File: src/rtl/calc_pkg.sv
// Shared calculator constants: key codes, ALU op codes and the ANS marker value.
// Also holds the key-to-op decode used by operand_entry.
package calc_pkg;

  localparam int AC_N = 3;

  localparam logic [AC_N-1:0] AC_AD = 3'd0;
  localparam logic [AC_N-1:0] AC_SB = 3'd1;
  localparam logic [AC_N-1:0] AC_AN = 3'd2;
  localparam logic [AC_N-1:0] AC_OR = 3'd3;
  localparam logic [AC_N-1:0] AC_LS = 3'd4;

  localparam logic [15:0] IC_ANS = 16'hFFFF;

  localparam logic [4:0] KC_ADD    = 5'h10;
  localparam logic [4:0] KC_SUB    = 5'h11;
  localparam logic [4:0] KC_AND    = 5'h12;
  localparam logic [4:0] KC_OR     = 5'h13;
  localparam logic [4:0] KC_LESS   = 5'h14;
  localparam logic [4:0] KC_EQUALS = 5'h15;
  localparam logic [4:0] KC_CLEAR  = 5'h16;
  localparam logic [4:0] KC_ANS    = 5'h17;
  localparam logic [4:0] KC_BKSP   = 5'h18;

  function automatic logic is_op_key(input logic [4:0] code);
    return (code >= KC_ADD) && (code <= KC_LESS);
  endfunction

  function automatic logic [AC_N-1:0] op_of_key(input logic [4:0] code);
    logic [AC_N-1:0] op;
    case (code)
      KC_ADD:  op = AC_AD;
      KC_SUB:  op = AC_SB;
      KC_AND:  op = AC_AN;
      KC_OR:   op = AC_OR;
      KC_LESS: op = AC_LS;
      default: op = AC_AN;
    endcase
    return op;
  endfunction

endpackage

File: src/rtl/digit_accum.sv
// One hex operand being typed: shift-in of digits, 4-digit limit, ANS load and backspace.
// value_next is exposed so the owner can mirror an edit into its output register on the same edge.
module digit_accum
  import calc_pkg::*;
#(
  parameter logic [15:0] ANS_CODE = IC_ANS
) (
  input  logic        Clock,
  input  logic        Reset,
  input  logic        clr,
  input  logic        ans,
  input  logic        digit_en,
  input  logic [3:0]  digit,
  input  logic        bksp,
  output logic [15:0] value,
  output logic [15:0] value_next,
  output logic        full,
  output logic        empty
);

  logic [15:0] value_reg;
  logic [2:0]  count_reg, count_next;
  logic        ans_reg, ans_next;

  always_comb begin
    value_next = value_reg;
    count_next = count_reg;
    ans_next   = ans_reg;
    if (clr) begin
      value_next = '0;
      count_next = '0;
      ans_next   = 1'b0;
    end else if (ans) begin
      value_next = ANS_CODE;
      count_next = 3'd4;
      ans_next   = 1'b1;
    end else if (digit_en) begin
      // An ANS-loaded value is replaced by the first typed digit rather than overflowing.
      if (ans_reg) begin
        value_next = {12'h000, digit};
        count_next = 3'd1;
        ans_next   = 1'b0;
      end else if (count_reg != 3'd4) begin
        value_next = {value_reg[11:0], digit};
        count_next = count_reg + 3'd1;
      end
    end else if (bksp) begin
      if (ans_reg) begin
        value_next = '0;
        count_next = '0;
        ans_next   = 1'b0;
      end else if (count_reg != 3'd0) begin
        value_next = {4'h0, value_reg[15:4]};
        count_next = count_reg - 3'd1;
      end
    end
  end

  always_ff @(posedge Clock or negedge Reset) begin
    if (!Reset) begin
      value_reg <= '0;
      count_reg <= '0;
      ans_reg   <= 1'b0;
    end else begin
      value_reg <= value_next;
      count_reg <= count_next;
      ans_reg   <= ans_next;
    end
  end

  assign value = value_reg;
  assign full  = (count_reg == 3'd4) && !ans_reg;
  assign empty = (count_reg == 3'd0);

endmodule

File: src/rtl/operand_entry.sv
// Keypad operand entry front end: builds A, op and B, then hands them to the calculator.
// Optional backspace key enabled by defining OPERAND_ENTRY_BKSP_EN.
module operand_entry
  import calc_pkg::*;
#(
  parameter int          OPW      = AC_N,
  parameter logic [15:0] ANS_CODE = IC_ANS
) (
  input  logic           Clock,
  input  logic           Reset,
  input  logic           key_valid,
  input  logic [4:0]     key_code,
  input  logic           calc_idle,
  output logic [15:0]    SRC,
  output logic [15:0]    DST,
  output logic [OPW-1:0] ALU_OP,
  output logic           finish,
  output logic [15:0]    disp_value,
  output logic           ovf
);

  localparam logic [1:0] S_A    = 2'd0;
  localparam logic [1:0] S_B    = 2'd1;
  localparam logic [1:0] S_PEND = 2'd2;

  logic [1:0]     state_reg, state_next;
  logic [OPW-1:0] alu_op_reg, alu_op_next;
  logic [15:0]    src_reg, dst_reg;
  logic           ovf_reg;

  logic in_entry, active, active_empty, clear_op_b;
  logic digit_key, op_key, eq_key, clear_key, ans_key, bksp_key;

  logic [1:0]  acc_clr, acc_ans, acc_digit, acc_bksp, acc_edit, acc_full, acc_empty;
  logic [15:0] acc_value [2];
  logic [15:0] acc_value_next [2];

  // Keys only act while an operand is being entered; S_PEND swallows everything.
  assign in_entry  = (state_reg == S_A) || (state_reg == S_B);
  assign digit_key = key_valid && in_entry && !key_code[4];
  assign op_key    = key_valid && in_entry && is_op_key(key_code);
  assign eq_key    = key_valid && in_entry && (key_code == KC_EQUALS);
  assign clear_key = key_valid && in_entry && (key_code == KC_CLEAR);
  assign ans_key   = key_valid && in_entry && (key_code == KC_ANS);
`ifdef OPERAND_ENTRY_BKSP_EN
  assign bksp_key  = key_valid && in_entry && (key_code == KC_BKSP);
`else
  assign bksp_key  = 1'b0;
`endif

  assign active       = (state_reg == S_B);
  assign active_empty = acc_empty[active];
  assign clear_op_b   = op_key && (state_reg == S_A);
  assign finish       = (state_reg == S_PEND) && calc_idle;

  genvar gi;
  generate
    for (gi = 0; gi < 2; gi++) begin : g_acc
      logic sel;
      assign sel = (gi == 1) ? active : !active;

      assign acc_ans[gi]   = ans_key && sel;
      assign acc_digit[gi] = digit_key && sel;
      assign acc_bksp[gi]  = bksp_key && sel;
      assign acc_clr[gi]   = clear_key || finish || ((gi == 1) && clear_op_b);
      // The post-finish clear is not an edit, so SRC/DST keep the values just handed off.
      assign acc_edit[gi]  = clear_key || acc_ans[gi] || acc_digit[gi] || acc_bksp[gi]
                             || ((gi == 1) && clear_op_b);

      digit_accum #(
        .ANS_CODE (ANS_CODE)
      ) u_acc (
        .Clock      (Clock),
        .Reset      (Reset),
        .clr        (acc_clr[gi]),
        .ans        (acc_ans[gi]),
        .digit_en   (acc_digit[gi]),
        .digit      (key_code[3:0]),
        .bksp       (acc_bksp[gi]),
        .value      (acc_value[gi]),
        .value_next (acc_value_next[gi]),
        .full       (acc_full[gi]),
        .empty      (acc_empty[gi])
      );
    end
  endgenerate

  always_comb begin
    state_next  = state_reg;
    alu_op_next = alu_op_reg;
    case (state_reg)
      S_A: begin
        if (clear_key) begin
          alu_op_next = OPW'(AC_AN);
        end else if (op_key) begin
          alu_op_next = OPW'(op_of_key(key_code));
          state_next  = S_B;
        end
      end
      S_B: begin
        if (clear_key) begin
          alu_op_next = OPW'(AC_AN);
          state_next  = S_A;
        end else if (eq_key) begin
          state_next = S_PEND;
        end else if (op_key && active_empty) begin
          alu_op_next = OPW'(op_of_key(key_code));
        end
      end
      S_PEND: begin
        if (calc_idle) state_next = S_A;
      end
      default: state_next = S_A;
    endcase
  end

  always_ff @(posedge Clock or negedge Reset) begin
    if (!Reset) begin
      state_reg  <= S_A;
      alu_op_reg <= OPW'(AC_AN);
      src_reg    <= '0;
      dst_reg    <= '0;
      ovf_reg    <= 1'b0;
    end else begin
      state_reg  <= state_next;
      alu_op_reg <= alu_op_next;
      if (acc_edit[0]) src_reg <= acc_value_next[0];
      if (acc_edit[1]) dst_reg <= acc_value_next[1];
      ovf_reg    <= |(acc_digit & acc_full);
    end
  end

  assign SRC        = src_reg;
  assign DST        = dst_reg;
  assign ALU_OP     = alu_op_reg;
  assign ovf        = ovf_reg;
  assign disp_value = (state_reg == S_A) ? acc_value[0] : acc_value[1];

endmodule
File: config.mk
export PLATFORM = sky130hd
export DESIGN_NAME = operand_entry
export DESIGN_NICKNAME = d
export VERILOG_FILES = /design/src/rtl/calc_pkg.sv /design/src/rtl/digit_accum.sv /design/src/rtl/operand_entry.sv
export SDC_FILE = /design/constraint.sdc
export NUM_CORES = 1
export LEC_CHECK = 0
export BUFFER_PORTS_ARGS = -buffer_cell sky130_fd_sc_hd__buf_2
export CORE_MARGIN = 2
export CORE_UTILIZATION = 53
export DETAILED_ROUTE_END_ITERATION = 16
export PLACE_DENSITY_LB_ADDON = 0.25
export SYNTH_ARGS = -nofsm -noshare
export SYNTH_HDL_FRONTEND = slang
export SYNTH_HIERARCHICAL = 1
export SYNTH_SLANG_ARGS = --single-unit
File: constraint.sdc
create_clock -name Clock -period 3.5 [get_ports Clock]
set_input_delay 0.35 -clock Clock [delete_from_list [all_inputs] [get_ports Clock]]
set_output_delay 0.35 -clock Clock [all_outputs]
set_load 0.05 [all_outputs]
Yosys cells after proc, flatten, opt, wreduce, memory -nomap -nowiden
Cells that the tools add are included.
{ "word_totals": {"out_inout_bits": 53, "word_cells": 120, "reg_bits": 78, "in_bits": 9} }
{ "classes": {"addsub": 2, "n_lt_le_gt_ge": 3, "muxes": 42, "n_eq_ne": 20, "n_bitwise": 1, "n_reduce_logical": 41} }
{ "op_table": {"columns": ["cell", "n"], "rows": [
  ["two-way mux 16 bit", 11],
  ["two-way mux 3 bit", 15],
  ["equality test 5 bit (second input constant)", 7],
  ["logical AND 1 bit", 16],
  ["case mux 3 bit (4 select lines)", 1],
  ["two-way mux 2 bit", 5],
  ["!= test 3 bit (second input constant)", 3],
  ["logical OR 1 bit", 8],
  ["two-way mux 1 bit", 8],
  ["AND reduction 4 bit", 2],
  ["nonzero test 4 bit", 2],
  ["adder 3 x 1 -> 3 bit (second input constant)", 2],
  ["equality test 3 bit (second input constant)", 2],
  ["logical NOT 3 bit", 2],
  ["!= test 2 bit (second input constant)", 3],
  ["!= test 3 x 1 -> 1 bit (second input constant)", 2],
  ["case mux 2 bit (3 select lines)", 1],
  ["case mux 3 bit (2 select lines)", 1],
  ["nonzero test 3 bit", 2],
  ["greater-or-equal comparator 5 bit (second input constant)", 1],
  ["less-or-equal comparator 5 bit (second input constant)", 1],
  ["logical NOT 1 bit", 4],
  ["AND reduction 2 bit", 2],
  ["!= test 3 x 2 -> 1 bit (second input constant)", 1],
  ["other kinds (7)", 7]
]} }

Longest topological paths before layout
Gate-level depths: netlist of run 1.
{ "depth": {"depth_word": 9, "depth_mapped": 11, "ltp_nobuf": 8} }

Cells and area by module
The synthesis of run 1 kept the hierarchy.
{ "modules_own_cells": {"columns": ["module", "cells_per_inst", "seq_area_each_um2", "area_per_inst_um2", "n_inst"], "rows": [
  ["operand_entry", 144, 952.2, 1890.6, 1],
  ["digit_accum at g_acc[1].u_acc", 175, 500.5, 1550.2, 1],
  ["digit_accum at g_acc[0].u_acc", 167, 500.5, 1446.4, 1]
]} }

Least setup slack after synthesis of run 1
OpenSTA, ideal clock, no wires.
{ "synth_path": {"kind": "flip-flop to flip-flop", "start": "reg state_reg[0]", "end": "reg dst_reg[3] (netlist: DST[3])", "setup_ns": 0.125, "arrival_ns": 2.217, "path_buffers": 2, "required_time_ns": 3.375, "period_less_slack_ns": 2.342, "stages_incl_launch_ff": 10, "setup_slack_ns": 1.158, "cell_sequence": "dfrtp_1 -> clkbuf_1 -> inv_1 -> and3_1 -> o21bai_1 -> or2b_1 -> clkbuf_1 -> a21oi_1 -> o31a_1 -> mux2_2"} }
{ "synth_rtl": {"columns": ["element", "line_no", "source"], "rows": [
  ["from (decl)", "operand_entry.sv:26", "logic [1:0] state_reg, state_next;"],
  ["from (signal assigned)", "operand_entry.sv:125", "state_reg <= state_next;"],
  ["to (signal assigned)", "operand_entry.sv:128", "if (acc_edit[1]) dst_reg <= acc_value_next[1];"],
  ["to (decl)", "operand_entry.sv:28", "logic [15:0] src_reg, dst_reg;"]
]} }

==> flow_summary.ini, run 1 <==
[place]
gp_congestion = 0.937
place_area_sq_um = 5180
detailedPlacementHpwl_um = 8120
pre_cts_setup_slack_ns = 0.809
place.port_buffers = 61
place.detailed.instances = 627

[clocking]
number_of_clock_sinks = 78
clk_root_buffer_cell = clkbuf_8
cts-hold-fix-buffers = 0
clk_transition_reported_paths_ns = 0.09
cts_tree = done
postCtsResizedCells = 0
clkLatencyLatePin_ns = 0.36
total_cts_buffers = 9
cts_post_setup_buffers_inserted = 0
cts_htree_levels = 3
maximum_buffer_depth_of_the_clock_tree = 2

[yosys]
synth_top_cell_by_area = dfrtp_1
ys.flop_type = dfrtp_1
netlist_top_cells_count = 77 x dfrtp_1, 43 x mux2_2, 37 x nand2_1
number_of_synthesized_flops_with_an_enable_pin = 0
post_synth_instance_area_sq_um = 4890
async_reset_ff_frac = 1.00
syn-instance-count = 486
netlist_top_cells_area = dfrtp_1 39%, mux2_2 9.9%, mux2i_1 4.9%, nor2b_1 3.7%, a21oi_1 3.7%
ys_ff_latch = 78
synth_seq_area_share = 0.400
yosysWarningCount = 6
synth.distinct_cells = 61
post_synth.cell_area_avg_sq_um = 10.1
synth_top_area_share = 0.394
synth.most_common_cell = dfrtp_1

[floorplan]
die_y_um = 100
start_util = 0.537
num_io_pins = 62
fp.dieW_um = 100
std_cell_rows = 35
core_area_sq_um = 9110
design.die.area_sq_um = 10000

[worst_setup_path]
cpPeakStageDelay_ns = 0.66
critPathSlowestCell = nor2b_1
r2r_slack_ns = 0.73
critPathLaunchType = register
critical_path.most_common_cell = nor2_1
critical_path_class = reg2reg
cp_num_cells = 9
largest_delay_share_family_worst_path = simple AND/OR/NAND/NOR gates
critical_path.n_buffers_inverters = 1
critical_path.max_fanout = 12
worstPathCellList = nand4bb_1 > nor2_1 > nand2_1 > nor2_1 > buf_4 > nor2b_1 > o21ai_0 > o311a_1 > mux2_2
crit_path_end_kind = register
arrival_ns = 3.02
worstPathRequired_ns = 3.75
reg2reg_depth = 9

[sta]
final_min_period_over_clock_period = 0.793
final_period_minus_worst_setup_slack_ns = 2.77
finalWorstSetupSlack_ns = 0.726
worst_slew_pin_slew_ns = 1.00
setup_repair_after_global_routing_missed_its_margin = no
maxSlewHeadroom = 0.332
timing.final.hold_violations = 0
final_max_slew_viol_count = 0
max_clock_freq_ghz = 0.360
holdWs_ns = 0.146
final-setup-viol-count = 0
clock-skew-final_ns = 0.0105
fin_tns_setup_ns = 0

[global_routing]
track_usage = 0.249
first_global_vias = 3783
grt_pass1_wl_um = 19600
grt_max_degree = 79
antenna_found_initial = 0
grt_overflow = 0

[finish]
areaGrowthSynthToFinish_pct = 10.4
final_layout_size_suffix_gt1_frac = 0.284
finish.instance_area_sq_um = 5400
fin_util = 0.592
final_nets = 542
filler_cell_count = 798
antenna_cells = 0
final_cells = 643
largest_register_ff_count = 32

[detailed_routing]
routed_via_density = 6.25
detailedRoute.firstIterationViolations = 292
drc = 0
wl_um = 12200
drt-wirelength-per-cell_um = 18.9
first_pass_iters = 5
detail_route_antenna_nets = 0
vias = 4019

[power]
power.ir.vdd_worst_mv = 0.823
powerDensity_nw_per_um2 = 1040
overall_power_consumption_mw = 5.61
power.leakage_nw = 2.64

[status]
status = finished, final reports clean

[min_path]
worstHoldPathType = in2async

[job]
max-cap-violations = 0
-- worst reg2reg max path: cells and delay by family, from the launching register on --
| kind | cells | cell delay, ns |
|---|---|---|
| flops | 1 | 0.49 |
| buf+inv | 1 | 0.18 |
| compound gates | 2 | 0.55 |
| simple gates | 5 | 1.18 |
| mux | 1 | 0.27 |
-- layer usage --
| metal | routed length (um) | track usage | share of wire |
|---|---|---|---|
| met1 | 5750 | 0.372 | 0.47 |
| met3 | 887 | 0.0494 | 0.073 |
| met4 | 180 | 0.0738 | 0.015 |
| met2 | 5360 | 0.368 | 0.44 |
| met5 | 0 | 0 | 0 |
-- area by class of cell --
type,instances,area (sq um),share of cell area
Multi-Input combinational cell,355,2680,0.496
Clock buffer,9,124,0.0230
Sequential cell,78,1950,0.362
Inverter,17,63.8,0.0118
Tap cell,111,139,0.0257
Timing Repair Buffer,66,345,0.0640
Clock inverter,7,95.1,0.0176
-- worst paths after layout --
check / from / to
min in group Clock: calc_idle / state_reg[1]
hold / removal: Reset / g_acc[0].u_acc/count_reg[0]
setup reg to reg: state_reg[1] / DST[5]
hold reg to reg: ALU_OP[0] / ALU_OP[0]
setup / recovery: state_reg[1] / DST[5]
max in group asynchronous: Reset / g_acc[0].u_acc/value[6]
-- cell families after synthesis --
logic type                 synth area share
adders and majority gates            0.0154
xor gates and xnor gates            0.00717
and+or+nand+nor                       0.157
AOI/OAI and AO/OA                     0.174
muxes                                 0.192
DFF                                   0.400
other                              0.000767
buffers and inverters                0.0535
-- cell usage in the layout (no fill, tap or decap), types with 3 or more instances in the layout --
cell type   n
nor2_1     26
buf_4       6
nor3_1      4
mux2_1      3
a211oi_1    3
o31a_1      9
nand3_1    23
mux2_2     43
dfrtp_1    77
inv_1      16
a21oi_1    36
mux2_4     12
or3b_1      3
nand2_1    37
buf_2      60
ha_1        6
nand3b_1    5
a221oi_1    8
o21ai_0    17
clkbuf_8    9
mux2i_1    24
nand2b_1    6
nor2b_1    29
o311a_1    14
-- power by group --
part	switching (mW)	leakage [nW]	internal, mW
logic	2.01	1.54	1.13
registers	0.430	0.984	1.28
clock network	0.360	0.110	0.404
(Power assumes the default switching activity.)
==> inputs of run 2 (changes only) <==
--- a/config.mk
+++ b/config.mk
@@ -5,6 +5,7 @@
 export SDC_FILE = /design/constraint.sdc
 export NUM_CORES = 1
 export LEC_CHECK = 0
+export ABC_AREA = 1
 export BUFFER_PORTS_ARGS = -buffer_cell sky130_fd_sc_hd__buf_2
 export CORE_MARGIN = 2
 export CORE_UTILIZATION = 53
==> constraint.sdc (replaced) <==
create_clock -name Clock -period 2.65 [get_ports Clock]
set_input_delay 0.265 -clock Clock [delete_from_list [all_inputs] [get_ports Clock]]
set_output_delay 0.265 -clock Clock [all_outputs]
set_load 0.05 [all_outputs]
==> run 2 against run 1 <==
  * Via count increased by 18%
  * Combinational power increased by 36%
  * Cell area increased by 2.8%
  * Area after synthesis increased by 0.36%
  * Sequential share of layout area decreased by 0.98 points
  * Power increased by 35%
  * Clock power increased by 43%
  * Non-clock buffer count increased by 4
==> flow_summary.ini, run 2 <==
[status]
status = finished, final reports clean

[worst_setup_path]
arrival_ns = 2.58
critPathLaunchType = register
worstPathRequired_ns = 2.90
critical_path.max_fanout = 11
critical_path_class = reg2reg
crit_path_end_kind = register

[yosys]
synth_top_cell_by_area = dfrtp_1
synth_top_area_share = 0.393
async_reset_ff_frac = 1.00
syn-instance-count = 674
synth.distinct_cells = 37
netlist_top_cells_count = 176 x nand2_1, 87 x o21ai_0, 78 x nor2_1
post_synth.cell_area_avg_sq_um = 7.28
number_of_synthesized_flops_with_an_enable_pin = 0
synth.most_common_cell = nand2_1
ys_ff_latch = 78
netlist_top_cells_area = dfrtp_1 39%, nand2_1 13%, o21ai_0 8.9%, nor2_1 6.0%, inv_1 4.0%
post_synth_instance_area_sq_um = 4900
synth_seq_area_share = 0.398
yosysWarningCount = 6
ys.flop_type = dfrtp_1

[clocking]
cts_htree_levels = 3
maximum_buffer_depth_of_the_clock_tree = 2
total_cts_buffers = 9
clk_transition_reported_paths_ns = 0.09
clk_root_buffer_cell = clkbuf_8
postCtsResizedCells = 0
cts-hold-fix-buffers = 0
cts_tree = done
number_of_clock_sinks = 78
cts_post_setup_buffers_inserted = 0
clkLatencyLatePin_ns = 0.36

[floorplan]
design.die.area_sq_um = 10000
core_area_sq_um = 9110
fp.dieW_um = 100
die_y_um = 100
std_cell_rows = 35
start_util = 0.538
num_io_pins = 62

[detailed_routing]
detail_route_antenna_nets = 0
vias = 4747
drt-wirelength-per-cell_um = 15.7
drc = 0
first_pass_iters = 8
detailedRoute.firstIterationViolations = 338
routed_via_density = 5.51
wl_um = 13600

[sta]
final_min_period_over_clock_period = 0.878
maxSlewHeadroom = 0.323
fin_tns_setup_ns = 0
final_max_slew_viol_count = 0
clock-skew-final_ns = 0.00747
max_clock_freq_ghz = 0.430
final-setup-viol-count = 0
timing.final.hold_violations = 0
setup_repair_after_global_routing_missed_its_margin = no
final_period_minus_worst_setup_slack_ns = 2.33
worst_slew_pin_slew_ns = 1.01

[power]
overall_power_consumption_mw = 7.58
power.leakage_nw = 3.02
powerDensity_nw_per_um2 = 1370
power.ir.vdd_worst_mv = 1.10

[place]
place.port_buffers = 61
detailedPlacementHpwl_um = 9440
gp_congestion = 0.949

[global_routing]
antenna_found_initial = 0
grt_overflow = 0
grt_pass1_wl_um = 22800
first_global_vias = 4536
track_usage = 0.284
grt_max_degree = 79

[finish]
filler_cell_count = 854
final_layout_size_suffix_gt1_frac = 0.194
final_nets = 762
antenna_cells = 0
largest_register_ff_count = 32
mostFrequentLayoutCells = 176 x nand2_1, 87 x o21ai_0, 78 x nor2_1
areaGrowthSynthToFinish_pct = 13.1
layout_commonest_cell = nand2_1

[min_path]
worstHoldPathType = in2async

[job]
max-cap-violations = 0
-- run 2: changes by cell type after synthesis, sizes merged, moves of 29 or more --
cell / change
mux2: -42
o21ai: +87
nor2b: -29
inv: +48
nor2: +61
nand2: +146
-- run 2: kinds of logic (layout without fill, tap and decap cells) --
kind of cell               Yosys count  in the layout  share of synthesized area
AOI/OAI and AO/OA                  153            153                      0.166
other                                1             18                   0.000765
and+or+nand+nor                    326            326                      0.294
buffers and inverters               94            154                     0.0883
adders and majority gates            6              6                     0.0153
muxes                               16             16                     0.0367
DFF                                 78             78                      0.398
-- run 2: metrics by stage --
step,hold WS (ns),util,cells,worst slack (ns),cell area (sq um)
6_report,0.0372,0.609,862,0.325,5550
5_1_grt,0.129,0.609,862,0.0481,5550
4_1_cts,0.118,0.609,862,0.319,5550
3_5_place_dp,0.478,0.583,847,0.355,5310
3_3_place_gp,0.478,0.583,847,0.449,5310
2_1_floorplan,-0.0306,-,691,0.404,4970
-- run 2: cell type report --
class | instances | area (sq um) | area share
Multi-Input combinational cell | 519 | 2580 | 0.466
Clock buffer | 9 | 124 | 0.0223
Timing Repair Buffer | 70 | 375 | 0.0677
Clock inverter | 6 | 111 | 0.0201
Inverter | 69 | 262 | 0.0471
Sequential cell | 78 | 1950 | 0.352
Tap cell | 111 | 139 | 0.0250
-- run 2: per-layer routing --
layer | vias up | track usage | share of wire
met5 | - | 0 | 0
li1 | 2312 | - | -
met1 | 2191 | 0.424 | 0.47
met4 | 0 | 0.0780 | 0.014
met2 | 224 | 0.436 | 0.44
met3 | 20 | 0.0383 | 0.078
-- run 2: power by group --
group / internal (mW) / leakage [nW] / switching (mW)
combinational: 1.21 / 1.92 / 3.06
clock: 0.621 / 0.115 / 0.472
sequential: 1.70 / 0.987 / 0.524
total: 3.52 / 3.02 / 4.06
-- run 2: final timing paths --
path / cells after the start / from / slack, ns / to
max in group asynchronous: 1 / Reset / 1.91 / g_acc[1].u_acc/ans_reg
min in group Clock: 2 / calc_idle / 0.13 / state_reg[1]
worst max-delay path: 12 / state_reg[1] / 0.32 / DST[0]
worst max register to register: 12 / state_reg[1] / 0.32 / DST[0]
worst min register to register: 2 / ALU_OP[1] / 0.49 / ALU_OP[1]
worst min-delay path: 1 / Reset / 0.04 / g_acc[0].u_acc/count_reg[2]
-- run 2: worst max-delay path, stage by stage (launching register included) --
cell and delay, ns:
dfrtp_1 0.42, inv_2 0.06, nand2_2 0.09, nor2_1 0.06
nand2_1 0.12, inv_1 0.11, nor2_1 0.53, inv_1 0.31
a21oi_1 0.20, o21a_1 0.16, nor2_1 0.05, nand2_1 0.06
nand2_1 0.05
==> inputs of run 3 (changes only) <==
==> constraint.sdc (replaced) <==
create_clock -name Clock -period 2.5 [get_ports Clock]
set_input_delay 0.25 -clock Clock [delete_from_list [all_inputs] [get_ports Clock]]
set_output_delay 0.25 -clock Clock [all_outputs]
set_load 0.05 [all_outputs]
==> run 3 against run 2 <==
  * Utilization is 0.14 points higher
  * Power increased by 6.4%
  * Cell area grew 0.23%
  * Highest routed layer unchanged
  * Largest cell class unchanged
  * Via count is 0.13% higher
==> flow_summary.ini, run 3 (synthesis gave the netlist of run 2 again) <==
[status]
status = finished, final reports clean

[job]
max-cap-violations = 0

[worst_setup_path]
critical_path.max_fanout = 18
worstPathRequired_ns = 2.74
r2r_slack_ns = 0.25
worstReg2RegStart = state_reg[1]
critPathLaunchType = register
timing.rr.end = SRC[10]
critical_path_class = reg2reg
reg2reg_depth = 12
arrival_ns = 2.48
crit_path_end_kind = register

[sta]
final_min_period_over_clock_period = 0.898
clock-skew-final_ns = 0.00937
max_clock_freq_ghz = 0.445
worst_slew_pin_slew_ns = 1.01
fin_tns_setup_ns = 0
maxSlewHeadroom = 0.325
timing.final.hold_violations = 0
setup_repair_after_global_routing_missed_its_margin = no
final-setup-viol-count = 0
final_max_slew_viol_count = 0
final_period_minus_worst_setup_slack_ns = 2.25

[clocking]
number_of_clock_sinks = 78
cts-hold-fix-buffers = 0
clk_root_buffer_cell = clkbuf_8
cts_htree_levels = 3
clk_transition_reported_paths_ns = 0.09
cts_tree = done
total_cts_buffers = 9
maximum_buffer_depth_of_the_clock_tree = 2
clkLatencyLatePin_ns = 0.36

[finish]
antenna_cells = 0
finish.instance_area_sq_um = 5560
filler_cell_count = 848
final_nets = 762
final_layout_size_suffix_gt1_frac = 0.195
mostFrequentLayoutCells = 176 x nand2_1, 87 x o21ai_0, 77 x dfrtp_1, 77 x nor2_1, 60 x buf_2
layout_commonest_cell = nand2_1
largest_register_ff_count = 32
areaGrowthSynthToFinish_pct = 13.3

[power]
overall_power_consumption_mw = 8.06
power.ir.vdd_worst_mv = 1.19
power.leakage_nw = 3.02
powerDensity_nw_per_um2 = 1450

[detailed_routing]
detail_route_antenna_nets = 0
wl_um = 13600
detailedRoute.firstIterationViolations = 392
drt-wirelength-per-cell_um = 15.8
drc = 0
routed_via_density = 5.51
vias = 4753
first_pass_iters = 6

[place]
place.port_buffers = 61
detailedPlacementHpwl_um = 9460
place_area_sq_um = 5310
gp_congestion = 0.979

[global_routing]
grt_pass1_wl_um = 22700
grt_max_degree = 79
first_global_vias = 4414
track_usage = 0.286
antenna_found_initial = 0
grt_overflow = 0

[floorplan]
start_util = 0.538
die_y_um = 100
design.die.area_sq_um = 10000
core_area_sq_um = 9110
std_cell_rows = 35
fp.dieW_um = 100
num_io_pins = 62

[min_path]
worstHoldPathType = in2async
-- run 3: critical path: stages, from the launching register on --
cell and delay, ns:
dfrtp_1 0.43, inv_2 0.08, nand2_2 0.07, nor2_1 0.13, nand2_1 0.10, inv_1 0.16, inv_2 0.09, nor2_2 0.52
o21ai_1 0.24, nand2_1 0.11, nor2_1 0.06, nand2_1 0.05, o21ai_0 0.08
-- run 3: layout make-up --
type	count	area [sq um]	share of cell area
well taps	111	139	0.0250
clock inverters	6	118	0.0212
clock buffers	10	128	0.0230
repair buffers	70	375	0.0675
flip-flops and latches	78	1950	0.351
inverters	69	262	0.0470
multi-input cells	519	2580	0.465
-- run 3: metrics by stage --
step           cells  setup WS (ns)  hold WS, ns   util
2_1_floorplan    691          0.254      -0.0456      -
3_3_place_gp     847          0.348        0.473  0.583
3_5_place_dp     847          0.279        0.485  0.583
4_1_cts          863          0.271       0.0915  0.610
5_1_grt          863         0.0459        0.124  0.610
6_report         863          0.254       0.0158  0.610
-- run 3: power breakdown --
part	total (mW)	switching [mW]	leakage [nW]	internal (mW)
Combinational	4.53	3.25	1.92	1.28
Clock	1.19	0.516	0.119	0.675
Sequential	2.35	0.548	0.987	1.80
-- run 3: how the worst max path moves through the flow --
stage                            start  endpoint  slack (ns)  depth (start not counted)
final                     state_reg[1]   SRC[10]        0.25                         12
after CTS                 state_reg[1]    DST[0]        0.27                         12
after global routing      state_reg[1]   SRC[15]        0.05                         12
after floorplan           state_reg[0]   DST[12]        0.25                         10
after global placement    state_reg[1]    DST[0]        0.35                         12
after detailed placement  state_reg[1]    DST[0]        0.28                         12
-- run 3: metal layers --
layer	part of all wire	routed length, um	up-vias	global-route usage
met5	0	0	-	0
met4	0.020	275	0	0.0948
met3	0.079	1080	22	0.0418
met2	0.44	6000	212	0.415
met1	0.46	6270	2198	0.437
li1	-	-	2321	-
-- run 3: timing repair --
action	4_1_cts	5_1_grt
resized for setup	0	1
buffers inserted	0	0
setup endpoints to repair	0	1
